[src/rtl/dmem_store_buffer.sv]
// rtl/dmem_store_buffer.sv - posted-store FIFO with load forwarding between MIPS memory stage and a handshaked bus
//
// Purpose: stores are posted into a DEPTH-entry FIFO and drained to the bus in
// the background; loads are forwarded from the youngest matching FIFO entry or
// fetched over the bus while the pipeline is stalled.
//
// Ports:
//   clk, reset_n          pipeline clock, asynchronous active-low reset
//   cpu_we, cpu_re        memory-stage store / load request (store wins if both)
//   cpu_addr, cpu_wdata   byte address (word access), store data
//   cpu_rdata             load data (combinational on hit, rdata_q in RDONE)
//   stall_mem             combinational pipeline freeze
//   bus_req, bus_we       bus request held until bus_ack, direction
//   bus_addr, bus_wdata   word-aligned address and write data
//   bus_ack, bus_rdata    one-cycle completion strobe and read data
module dmem_store_buffer #(
  parameter int DEPTH = 4
) (
  input  logic        clk,
  input  logic        reset_n,
  input  logic        cpu_we,
  input  logic        cpu_re,
  input  logic [31:0] cpu_addr,
  input  logic [31:0] cpu_wdata,
  output logic [31:0] cpu_rdata,
  output logic        stall_mem,
  output logic        bus_req,
  output logic        bus_we,
  output logic [31:0] bus_addr,
  output logic [31:0] bus_wdata,
  input  logic        bus_ack,
  input  logic [31:0] bus_rdata
);

  localparam int PTR_W = $clog2(DEPTH);
  localparam int CNT_W = $clog2(DEPTH + 1);

  typedef enum logic [1:0] {ST_IDLE, ST_WR, ST_RD, ST_RDONE} state_e;

  state_e           state_q, state_d;
  logic [29:0]      fifo_addr_q [DEPTH];
  logic [31:0]      fifo_data_q [DEPTH];
  logic [PTR_W-1:0] head_q, tail_q;
  logic [CNT_W-1:0] count_q, count_d;
  logic [31:0]      rdata_q, rdata_d;
  logic [29:0]      raddr_q, raddr_d;

  logic             full, empty, ld_req, hit, miss, push, pop;
  logic [31:0]      hit_data;
  logic [PTR_W-1:0] idx;
  logic             addr_lsb_unused;

  assign addr_lsb_unused = ^cpu_addr[1:0];

  assign full   = (count_q == CNT_W'(DEPTH));
  assign empty  = (count_q == '0);
  assign ld_req = cpu_re & ~cpu_we;
  assign push   = cpu_we & ~full;
  assign pop    = (state_q == ST_WR) & bus_ack;
  assign miss   = ld_req & ~hit;

  // Walk from oldest to youngest so the last match found is the youngest.
  // The head entry stays visible while it is being drained.
  always_comb begin
    hit      = 1'b0;
    hit_data = '0;
    idx      = '0;
    for (int i = 0; i < DEPTH; i++) begin
      idx = head_q + PTR_W'(i);
      if ((CNT_W'(i) < count_q) && (fifo_addr_q[idx] == cpu_addr[31:2])) begin
        hit      = 1'b1;
        hit_data = fifo_data_q[idx];
      end
    end
  end

  assign count_d = count_q + CNT_W'(push) - CNT_W'(pop);

  always_comb begin
    state_d   = state_q;
    raddr_d   = raddr_q;
    rdata_d   = rdata_q;
    bus_req   = 1'b0;
    bus_we    = 1'b0;
    bus_addr  = '0;
    bus_wdata = '0;
    case (state_q)
      ST_IDLE: begin
        // A waiting load outranks draining the store queue.
        if (miss) begin
          state_d = ST_RD;
          raddr_d = cpu_addr[31:2];
        end else if (!empty) begin
          state_d = ST_WR;
        end
      end
      ST_WR: begin
        bus_req   = 1'b1;
        bus_we    = 1'b1;
        bus_addr  = {fifo_addr_q[head_q], 2'b00};
        bus_wdata = fifo_data_q[head_q];
        if (bus_ack) state_d = ST_IDLE;
      end
      ST_RD: begin
        bus_req  = 1'b1;
        bus_addr = {raddr_q, 2'b00};
        if (bus_ack) begin
          rdata_d = bus_rdata;
          state_d = ST_RDONE;
        end
      end
      ST_RDONE: state_d = ST_IDLE;
      default:  state_d = ST_IDLE;
    endcase
  end

  // CPU-side outputs are forced low while reset is held, even with a request present.
  always_comb begin
    stall_mem = 1'b0;
    cpu_rdata = '0;
    if (reset_n) begin
      stall_mem = (cpu_we & full) | (miss & (state_q != ST_RDONE));
      if (ld_req) begin
        if (state_q == ST_RDONE) cpu_rdata = rdata_q;
        else if (hit)            cpu_rdata = hit_data;
      end
    end
  end

  always_ff @(posedge clk or negedge reset_n) begin
    if (!reset_n) begin
      state_q <= ST_IDLE;
      head_q  <= '0;
      tail_q  <= '0;
      count_q <= '0;
      rdata_q <= '0;
      raddr_q <= '0;
    end else begin
      state_q <= state_d;
      count_q <= count_d;
      rdata_q <= rdata_d;
      raddr_q <= raddr_d;
      if (push) tail_q <= tail_q + PTR_W'(1);
      if (pop)  head_q <= head_q + PTR_W'(1);
    end
  end

  // Entry storage needs no reset: validity is tracked by head/count only.
  always_ff @(posedge clk) begin
    if (push) begin
      fifo_addr_q[tail_q] <= cpu_addr[31:2];
      fifo_data_q[tail_q] <= cpu_wdata;
    end
  end

endmodule
[config.mk]
export PLATFORM = sky130hd
export DESIGN_NAME = dmem_store_buffer
export DESIGN_NICKNAME = d
export VERILOG_FILES = /design/src/rtl/dmem_store_buffer.sv
export SDC_FILE = /design/constraint.sdc
export NUM_CORES = 1
export LEC_CHECK = 0
export ABC_AREA = 1
export CAP_MARGIN = 20
export CORE_AREA = 2 2 268 270
export CTS_BUF_LIST = sky130_fd_sc_hd__clkbuf_4 sky130_fd_sc_hd__clkbuf_8
export CTS_CLUSTER_SIZE = 20
export DETAILED_ROUTE_END_ITERATION = 7
export DIE_AREA = 0 0 270 272
export SLEW_MARGIN = 5
export SYNTH_ARGS = -nofsm -noshare
export SYNTH_HDL_FRONTEND = slang
export SYNTH_SLANG_ARGS = --single-unit
[constraint.sdc]
create_clock -name clk -period 4.3 [get_ports clk]
set_input_delay 0.86 -clock clk [delete_from_list [all_inputs] [get_ports clk]]
set_output_delay 0.86 -clock clk [all_outputs]
set_load 0.1 [all_outputs]
# [Yosys cells after proc, flatten, opt, wreduce, memory -nomap -nowiden]
# Memory sizes are Yosys's and may differ from the RTL's.
# Index checks and enable logic that the tools add are counted.
[word_totals] ram_bits=248 latch_bits=0 word_cells=74 out_inout_bits=99 mem_count=2 rom_bits=0 regBits=71
[op_classes] reduce_logical=10 mux=24 n_shift=0 eq_ne=12 multipliers=0 add_sub_neg=6 n_lt_le_gt_ge=4 div=0 bitwise_logic=10
[mem_list] memory="fifo_data_q" words=4 word_bits=32 read_ports=4 rd_clocked_by_memory_dff=0 write_ports=1 line="42" text="logic [31:0] fifo_data_q [DEPTH];"
[mem_list] memory="fifo_addr_q" words=4 word_bits=30 read_ports=4 rd_clocked_by_memory_dff=0 write_ports=1 line="41" text="logic [29:0] fifo_addr_q [DEPTH];"
[op_table] operator="2-to-1 mux 32 bit" count=9
[op_table] operator="equality test 30 bit" count=4
[op_table] operator="one-hot mux 32 bit (2 select lines)" count=1
[op_table] operator="2-to-1 mux 1 bit" count=9
[op_table] operator="2-to-1 mux 2 bit" count=4
[op_table] operator="one-hot mux 2 bit (4 select lines)" count=1
[op_table] operator="bitwise AND 1 bit" count=6
[op_table] operator="< comparator 1 x 3 -> 1 bit (first input constant)" count=2
[op_table] operator="< comparator 2 x 3 -> 1 bit (first input constant)" count=2
[op_table] operator="!= test 2 bit (second input constant)" count=3
[op_table] operator="adder 2 x 1 -> 2 bit (second input constant)" count=2
[op_table] operator="adder 2 bit (second input constant)" count=2
[op_table] operator="equality test 2 bit (second input constant)" count=2
[op_table] operator="logical AND 1 bit" count=4
[op_table] operator="AND reduction 2 bit" count=2
[op_table] operator="adder 3 x 1 -> 3 bit" count=1
[op_table] operator="equality test 3 bit (second input constant)" count=1
[op_table] operator="zero test 3 bit" count=1
[op_table] operator="!= test 3 bit (second input constant)" count=1
[op_table] operator="NOT 1 bit" count=3
[op_table] operator="AND reduction 3 bit" count=1
[op_table] operator="subtractor 3 x 1 -> 3 bit" count=1
[op_table] operator="equality test 2 x 1 -> 1 bit (second input constant)" count=1
[op_table] operator="zero test 2 bit" count=1
[op_table] operator="other kinds (2)" count=2

# [Logic depth before layout (Yosys ltp)]
# An unclocked memory read counts as a cell.
[logic_depth] word_depth=12 mapped_depth=22 depth_no_buf=19

# [Worst setup path before layout]
# No wires, ideal clock.
[synth_path] path_type="register to output" from="register head_q[1]" to="output port stall_mem" n_path_buf=3 arrival_ns=4.049 path_slack_ns=-0.609 required_time_ns=3.440 stages_incl_launch_ff=19 cell_sequence="dfrtp_1 -> buf_2 -> nand2_1 -> nand2_2 -> buf_4 -> buf_4 -> o21ai_0 -> nand2_1 -> nand2_1 -> nor2_1 -> nand2_1 -> nor2_1 -> nand2_1 -> inv_1 -> nand2_1 -> nand4_2 -> inv_2 -> nand2_1 -> a21boi_0"
[synth_via] elab_chain_cells=12
[synth_rtl] element="start, declared" line="43" text="logic [PTR_W-1:0] head_q, tail_q;"
[synth_rtl] element="start signal, assigned" line="144" text="if (pop) head_q <= head_q + PTR_W'(1);"
[synth_rtl] element="adder 2 x 1 -> 2 bit / memory (4 x 30 bit) (equally long branches)"
[synth_rtl] element="memory (4 x 30 bit) (*)"
[synth_rtl] element="equality test 30 bit / logical AND 1 bit (equally long branches)" line="70" text="if ((CNT_W'(i) < count_q) && (fifo_addr_q[idx] == cpu_addr[31:2])) begin"
[synth_rtl] element="logical AND 1 bit / 2-to-1 mux 1 bit (equally long branches)" line="70"
[synth_rtl] element="2-to-1 mux 1 bit (2 in series)" line="70"
[synth_rtl] element="2-to-1 mux 1 bit (*)" line="70"
[synth_rtl] element="NOT 1 bit (*)" line="60" text="assign miss = ld_req & ~hit;"
[synth_rtl] element="bitwise AND 1 bit (*)" line="60"
[synth_rtl] element="bitwise AND 1 bit (*)" line="122" text="stall_mem = (cpu_we & full) | (miss & (state_q != ST_RDONE));"
[synth_rtl] element="OR 1 bit (*)" line="122"
[synth_rtl] element="2-to-1 mux 1 bit (*)" line="121" text="if (reset_n) begin"
[synth_rtl] element="end, declared" line="26" text="output logic stall_mem,"
# Every way passes the cells marked *; elsewhere a longest branch is shown, timed or not.

# [Worst setup path after layout]
[layout_path] from="register head_q[0]" to="output port cpu_rdata[6]"
[layout_via] elab_chain_cells=11
[layout_rtl] element="adder 2 x 1 -> 2 bit / memory (4 x 30 bit) (equally long branches)"
[layout_rtl] element="memory (4 x 30 bit) / equality test 30 bit (equally long branches)"
[layout_rtl] element="equality test 30 bit / logical AND 1 bit (equally long branches)" line="70"
[layout_rtl] element="logical AND 1 bit, or another cell as far along" line="70"
[layout_rtl] element="2-to-1 mux 32 bit / 2-to-1 mux 1 bit (equally long branches) (3 in series)" line="70"
[layout_rtl] element="2-to-1 mux 32 bit (*)" line="125" text="else if (hit) cpu_rdata = hit_data;"
[layout_rtl] element="2-to-1 mux 32 bit (*)" line="124" text="if (state_q == ST_RDONE) cpu_rdata = rdata_q;"
[layout_rtl] element="2-to-1 mux 32 bit (*)" line="123" text="if (ld_req) begin"
[layout_rtl] element="2-to-1 mux 32 bit (*)" line="121"
[layout_rtl] element="end, declared" line="25" text="output logic [31:0] cpu_rdata,"
# Marked as above.

==> flow_summary_export.csv <==
group,metric,value,unit
drt,wl_per_cell,18.86,microns
sta,period_needed,4.697,ns
sta,hold_violations,0,
pwr,cell_internal_pwr,11.05,mW
setup_path,rr_startpoint,"head_q[0]",
die,dieArea,73440,sq um
drt,vias,21323,
drt,wirelength,81630,microns
sta,relSlewSlack,35.67,%
pwr,switching_share,50.96,%
pwr,comb_power_share,64.9,%
synth,ys_seq_elements,319,
die,core,70750,sq um
sta,post-route-period-util,109.2,%
die,fp.dieH,272,microns
setup_path,cp.arrival,3.84,ns
layout,area_growth,42.39,%
synth,synth-main-ff-cell,"edfxtp_1",
global_route,grt_pass1_wl,120000,microns
layout,drive_gt1_share,22.30,%
global_route,antenna_found_initial,5,
sta,skew,0.05865,ns
synth,postSynthCellCount,2985,
pwr,p_clk_share,14.9,%
die,start_util,29.63,%
synth,seq_area_frac_synth,44.00,%
drt,ant_nets,0,
pwr,switching_power,11.49,mW
setup_path,cp-start-kind,"flip-flop",
synth,ys_types,33,
synth,synth_area_leaders,"edfxtp_1 (36%), nand2_1 (23%), dfrtp_1 (8.5%)",
clock_network,clk_pin_slew,0.06,ns
place,gp_congestion,0.9077,
setup_path,regToRegEndpoint,"raddr_q[11]",
sta,fin_ws,-0.3967,ns
global_route,first_global_vias,19897,
sta,timing.fmax,0.2129,GHz
run,maxCapViolCount,0,
clock_network,insertion_delay,0.68,ns
drt,drc,0,
pwr,power_density,755.2,nW/um^2
global_route,overflow,0,
layout,nNetsFinal,3440,
setup_path,crit_chain,"clkinv_8 > buf_12 > buf_16 > buf_16 > nand2_1 > nand3_1 > nand2_2 > xor2_2 > nand3_2 > nor2_4 > nand2_2 > nor2_4 > buf_12 > inv_2 > nand2_2 > nor2_4 > buf_12 > nor2_2 > nand2_2 > a21oi_2 > buf_12",
pwr,pwr-share-seq,20.2,%
drt,dr.first_iter.drc_count,1981,
die,io_pins,200,
setup_path,crit_type,"flip-flop to output pin",
sta,setup_viol,33,
synth,yosys_warnings,0,
synth,synth_top_cell_by_area,"edfxtp_1",
setup_path,critPathSlowestCell,"dfrtp_4",
place,port_buffers,195,
place,pre_cts_ws,-0.1867,ns
setup_path,r2r_setup_slack,0.80,ns
layout,utilization,42.19,%
clock_network,cts_tree,"yes",
synth,yosysTopAreaCellShare,35.53,%
setup_path,critPathRequiredTime,3.44,ns
clock_network,clock-sinks,319,
worst_hold_path,min_path_type,"input port to async pin",
clock_network,cts-root-buf,"clkbuf_8",
synth,synth.cell_area,20960,sq um
place,place_hpwl,49770,microns
outcome,violations,"setup timing",
global_route,grtUsageTotal,21.62,%
sta,worst_pin_slew,0.9619,ns
synth,ys_top_cells_by_count,"nand2_1 (1278), o21ai_0 (285), nand3_1 (261), edfxtp_1 (248), inv_1 (231)",
pwr,power.leakage,13.21,nW
setup_path,crit_fanout,9,
clock_network,clk_path_buf_depth,3,
die,die_w,270,microns
synth,synth.avg_cell_area,7.022,sq um
clock_network,htreeDepth,3,
sta,drv_slew,0,
pwr,ir_worst_vdd,0.0009093,V
die,num_rows,98,
outcome,status,"finished with violations",
drt,drt_pass1_iterations,6,
setup_path,worstSetupEndpointType,"output pin",
synth,synth_edf_count,248,
setup_path,slowest_delay,0.52,ns
clock_network,cts_made_buffers,66,
sta,rsz0062_at_grt,"true",
synth,yosysMostFrequentCell,"nand2_1",
global_route,grt_max_degree,193,
synth,ys_async_sr_fraction,22.26,%
setup_path,reg2reg_depth,27,
drt,vias_per_cell,4.927,
-- cell type report --
class / instances / area, sq um
clock inverter: 22 / 153.9
fill: 6935 / 40900
multi-input combinational: 2255 / 11170
sequential: 319 / 9231
timing repair buffer: 446 / 5973
antenna: 2 / 5.005
clock buffer: 97 / 1216
tap: 950 / 1189
inverter: 237 / 904.6
-- worst max path at each step --
stage / startpoint / endpoint / slack, ns
finish: head_q[0] / cpu_rdata[6] / -0.40
global route: head_q[0] / cpu_rdata[6] / -0.57
CTS: head_q[0] / cpu_rdata[17] / -0.39
detailed placement: cpu_addr[5] / cpu_rdata[31] / -0.19
global placement: cpu_addr[5] / cpu_rdata[30] / -0.14
floorplan: head_q[1] / cpu_rdata[0] / 0.02
-- state kept, by name, summed over array words and instances (netlist names) --
name,count
fifo_data_q,128
fifo_addr_q,120
rdata_q,32
raddr_q,30
count_q,3
head_q,2
state_q,2
tail_q,2
-- placed cells by master (no fill, tap or decap), types with 32 or more instances in the layout --
cell             count
a21oi_1             66
buf_12             129
buf_4              170
clkbuf_8            78
clkdlybuf4s50_1     98
dfrtp_1             69
edfxtp_1           248
inv_1              231
mux2_2              32
nand2_1           1176
nand2_2             96
nand3_1            239
nor2_1              84
nor2_2              33
o211ai_1            42
o21ai_0            254
o21ai_1             63
-- metrics by stage --
step	power [mW]	std cells	area [sq um]	setup TNS (ns)	hold slack, ns
final	22.54	4328	29850	-11.82	0.2715
after global routing	24.03	4328	29850	-17.65	0.2701
after CTS	22.14	4319	29090	-12.12	0.2511
after detailed placement	17.22	4144	26150	-4.539	0.4783
after global placement	17.12	4144	26150	-3.294	0.4709
after floorplan	12.88	2986	21080	0	0.4591
-- critical path: cells and delay by family (launching register included) --
family | cells | cell delay, ns
AO/OA/AOI/OAI | 1 | 0.20
XOR/XNOR | 1 | 0.18
buffers and inverters | 8 | 1.13
flip-flops | 1 | 0.52
AND/OR/NAND/NOR | 11 | 1.13
-- power groups by stage --
| stage | Sequential [mW] | Clock, mW | Combinational [mW] |
|---|---|---|---|
| floorplan | 4.54 | 0 | 8.35 |
| global route | 4.65 | 3.59 | 15.8 |
| CTS | 4.55 | 3.45 | 14.1 |
| global placement | 4.57 | 0 | 12.6 |
| finish | 4.56 | 3.36 | 14.6 |
| detailed placement | 4.59 | 0 | 12.6 |
-- cell families after synthesis --
group | synth area share [%]
DFF | 44.00
other | 0.01789
buffers and inverters | 8.034
AOI/OAI and AO/OA | 11.85
xor gates and xnor gates | 0.9610
and+or+nand+nor | 32.54
muxes | 1.719
adders and majority gates | 0.8715
-- per-layer routing --
metal / up-vias / part of all wire, % / wire [microns] / track usage [%]
li1: 10440 / - / - / -
met1: 9758 / 42 / 34070 / 27.64
met2: 897 / 45 / 37030 / 35.23
met3: 222 / 8.5 / 6923 / 4.911
met4: 6 / 4.4 / 3571 / 9.006
met5: - / 0.040 / 33 / 0
-- repair_timing --
item | CTS | global route
buffers inserted | 30 | 4
gates resized for setup | 150 | 190
pin swaps | 58 | 82
setup endpoints to repair | 33 | 40
cloned | 26 | 6
hold buffers | 0 | 0
Note: power is estimated with default switching activity, not from simulation.
==> RTL change 1: new RTL, same settings <==
The 4 states of `state_e` get a one-hot encoding in 4 bits.
--- a/src/rtl/dmem_store_buffer.sv
+++ b/src/rtl/dmem_store_buffer.sv
@@ -35,7 +35,7 @@
   localparam int PTR_W = $clog2(DEPTH);
   localparam int CNT_W = $clog2(DEPTH + 1);
 
-  typedef enum logic [1:0] {ST_IDLE, ST_WR, ST_RD, ST_RDONE} state_e;
+  typedef enum logic [3:0] {ST_IDLE = 4'b0001, ST_WR = 4'b0010, ST_RD = 4'b0100, ST_RDONE = 4'b1000} state_e;
 
   state_e           state_q, state_d;
   logic [29:0]      fifo_addr_q [DEPTH];
Check against the original RTL: same outputs for any inputs over 4 cycles, from zero or initial values and one cycle with reset_n low; so few cycles prove little.
==> RTL change 1 against the original RTL <==
- the run still ends with setup timing left
- synthesized area grew 1.8%
- utilization grew 0.62 points
- power shrank 4.4%
- sequential cell count grew 2
- via count grew 3.5%
- register-to-register slack gained 0.20 ns
- routed wire length is essentially flat
- final area grew 1.5%
- setup slack lost 0.059 ns
- hold slack gained 0.12 ns
- critical endpoint is now cpu_rdata[18]
==> RTL change 1: results (changes against the original RTL) <==
STA
  – Worst Skew: 0.02925 ns (-0.02941 ns)
  – Count of final setup violators: 33 (unchanged)
  – Final WS setup: -0.4552 ns (-0.05854 ns)

Finish
  – Share of layout cells above drive strength 1: 23.67% (+1.4 points)
  – Nets: 3626 (+5.4%)
  – Post-Layout Inst Area: 0.03029 mm^2 (+1.5%)

Global route
  – GRT met1 Usage: 27.02% (-0.62 points)
  – Vias in the first global route: 19401 (-2.5%)
  – First-pass GRT wire length: 114.6 mm (-4.5%)
  – Pin count of the biggest net entering global routing: 89 (-54%)

Status
  – Status: finished with violations
  – Failing checks: setup timing

Synth
  – Ranking of synthesized cells by area: edfxtp_1 35%, nand2_1 26%, dfrtp_1 8.4%, o21ai_0 7.6%, nand3_1 6.7%
  – Distinct cells, synth: 31 (-6.1%)
  – Yosys top cell area share: 34.90% (-0.62 points)
  – Register area share after synthesis: 43.47% (-0.53 points)
  – Synthesized instance count: 3188 (+6.8%)

Drt
  – Routed wl met2: 37.44 mm (+1.1%)
  – Vias: 22069 (+3.5%)

Setup path
  – Capturing point of the worst reg2reg path: count_q[2]$_DFF_PN0_
  – Worst path top cell family by delay: simple AND/OR/NAND/NOR gates

Power
  – Int Pwr: 10.78 mW (-2.5%)
  – P_leak: 13.86 nW (+5.0%)
  – Comb pwr: 13.7 mW (-6%)

Clock tree
  – Num CTS Buffers: 57 (-14%)
  – H-tree lvl count: 2 (-1)

Placed design
  – Dpl cell area: 0.02602 mm^2 (-0.48%)
  – Placed insts: 4335 (+4.6%)
  – Pre-CTS setup slack: -0.1884 ns (-0.001696 ns)
==> RTL change 1: cell count changes in the layout (fill, tap and decap cells not counted), moves of 34 or more <==
cell	change
inv_1	+74
o211ai_1	-42
a21oi_1	-61
buf_12	-34
nor2_2	+43
nand2_2	+62
nand2_1	+102
==> RTL change 1: logic make-up after synthesis <==
logic type	count (synthesis)	synth area share [%]
AND/OR/NAND/NOR	1961	36.48
buffers and inverters	479	9.471
AO/OA/AOI/OAI	407	9.582
flip-flops	321	43.47
XOR/XNOR	10	0.4105
adder cells (fa/ha/maj)	9	0.5630
other	1	0.01758
==> RTL change 1: cell type report <==
class / count / area share (%)
antenna: 3 / 0.02479
clock buffer: 73 / 2.987
clock inverter: 35 / 1.252
inverter: 310 / 3.958
multi-input combinational: 2390 / 38.75
sequential: 321 / 30.65
tap: 950 / 3.924
timing repair buffer: 434 / 18.36
timing repair inverter: 2 / 0.09088
==> RTL change 2: new RTL, same settings <==
Without the edit above. Change the parameter `DEPTH` from 4 to 2.
--- a/src/rtl/dmem_store_buffer.sv
+++ b/src/rtl/dmem_store_buffer.sv
@@ -14,7 +14,7 @@
 //   bus_addr, bus_wdata   word-aligned address and write data
 //   bus_ack, bus_rdata    one-cycle completion strobe and read data
 module dmem_store_buffer #(
-  parameter int DEPTH = 4
+  parameter int DEPTH = 2
 ) (
   input  logic        clk,
   input  logic        reset_n,
Behaviour: not the same (a bounded check fails within 4 cycles, from zero or initial values and one cycle with reset_n low).
==> RTL change 2 against the original RTL <==
- synthesized area decreased by 48%
- final area decreased by 49%
- power fell by 54%
- sequential cell count is 127 lower
- clock skew shrank 0.041 ns
- routed wire length shrank 53%
- utilization shrank 21 points
- global-route usage fell by 11 points
- setup slack improved by 0.66 ns
- first-iteration DRC count fell by 69%
- count of clock-buffer cells in the layout shrank 80
- largest cell class is now registers
- critical endpoint is now cpu_rdata[10]
==> RTL change 2: results (changes against the original RTL) <==
Clock tree
  – Num CTS Buffers: 17 (-74%)
  – H-tree lvl count: 4 (+1)
  – Clock Latency Late Sink: 0.51 ns (-0.17 ns)
  – Clk pin slew, worst setup/hold paths: 0.12 ns (+0.06 ns)
  – Post-CTS setup buffer count: 0 (-100%)
  – Longest Clk Path Bufs: 2 (-1)

Drt
  – Drt via density: 3.869 (-21%)
  – DRT Pass-1 Iters: 5 (-1)
  – DR iter-0 viols: 610 (-69%)

Global route
  – First-pass GRT wire length: 58.40 mm (-51%)
  – Initial antenna violation count: 7 (+2)
  – Vias in the first global route: 9520 (-52%)
  – Pin count of the biggest net entering global routing: 79 (-59%)
  – GRT Util Overall: 10.48% (-11 points)

Status
  – Status: finished clean

Synth
  – Ranking of synthesized cells by area: edfxtp_1 34%, nand2_1 20%, dfrtp_1 16%, o21ai_0 5.9%, a21oi_1 4.5%
  – Synth top cells by count: 570 x nand2_1, 128 x o21ai_0, 127 x inv_1
  – Mux contribution to synthesized area: 3.310% (+1.6 points)
  – Xor/xnor cell area share of the yosys netlist: 0.5632% (-0.40 points)
  – Number of synthesized flops with an enable pin: 124 (-50%)
  – Register area share after synthesis: 49.83% (+5.8 points)
  – Fraction of registers with async set/reset: 35.42% (+13 points)
  – Synth Area in Compound Gates: 10.56% (-1.3 points)
  – Synthesized instance count: 1410 (-53%)
  – Distinct cells, synth: 31 (-6.1%)

STA
  – Worst Skew: 0.01783 ns (-0.04082 ns)
  – Max-slew headroom: 33.65% (-2.0 points)
  – Period utilisation layout: 93.88% (-15 points)

Setup path
  – Critical Path Fanout Max: 34 (+25)
  – Slowest-stage cell, CP: clkdlybuf4s50_1

Finish
  – Share of layout cells above drive strength 1: 13.54% (-8.8 points)
  – Fin cells: 2539 (-41%)
  – # fillers: 7772 (+12%)
  – Top flop regs: fifo_data_q x64, fifo_addr_q x60, rdata_q x32
  – Nets: 1683 (-51%)

Power
  – Clk. pwr: 1.22 mW (-64%)
  – P_leak: 6.295 nW (-52%)
  – Psw: 5.436 mW (-53%)
  – Logic pwr share: 60.5% (-4.4 points)
  – Maximum vdd ir drop: 0.0004355 V (-52%)
  – Pwr per Cell Area: 677.2 mW/mm^2 (-10%)

Placed design
  – Dpl cell area: 0.01479 mm^2 (-43%)
  – Pre-CTS setup slack: 0.2067 ns (+0.3934 ns)
  – Dpl hpwl: 26.77 mm (-46%)
  – Final GP Congestion: 0.7482 (-18%)
RTL change 2: changes by cell type after synthesis, sizes merged, moves of 32 or more:
| cell | unedited run | this run |
|---|---|---|
| buf | 98 | 31 |
| clkbuf | 77 | 45 |
| edfxtp | 248 | 124 |
| inv | 237 | 128 |
| nand2 | 1281 | 572 |
| nand3 | 261 | 86 |
| nor2 | 147 | 73 |
| o211ai | 42 | 1 |
| o21ai | 332 | 129 |
RTL change 2: layer usage:
| metal | routed length [um] | vias up | track usage [%] |
|---|---|---|---|
| li1 | - | 4891 | - |
| met1 | 17140 | 4680 | 12.98 |
| met2 | 18710 | 206 | 17.91 |
| met3 | 2008 | 37 | 2.530 |
| met4 | 731 | 10 | 3.319 |
| met5 | 61 | - | 0 |
RTL change 2: final timing paths:
| check | from | end | slack (ns) | cells after the start |
|---|---|---|---|---|
| max in group asynchronous | reset_n | rdata_q[23]$_DFFE_PN0P_ | 2.81 | 2 |
| hold reg to reg | raddr_q[7]$_DFFE_PN0P_ | raddr_q[7]$_DFFE_PN0P_ | 0.51 | 2 |
| setup reg to reg | head_q$_DFFE_PN0P_ | raddr_q[22]$_DFFE_PN0P_ | 1.26 | 19 |
| hold / removal | reset_n | rdata_q[30]$_DFFE_PN0P_ | 0.25 | 1 |
| min in group clk | raddr_q[7]$_DFFE_PN0P_ | raddr_q[7]$_DFFE_PN0P_ | 0.51 | 2 |
| setup / recovery | cpu_addr[17] | cpu_rdata[10] | 0.26 | 15 |
RTL change 2: final cells by class:
cell class,instances,area [um^2],area share [%]
diodes,1,2.502,0.01639
clock buffers,17,234.0,1.533
clock inverters,15,168.9,1.106
inverters,128,488.0,3.196
multi-input cells,1015,4676,30.63
flip-flops and latches,192,5429,35.56
well taps,950,1189,7.786
repair buffers,221,3079,20.17
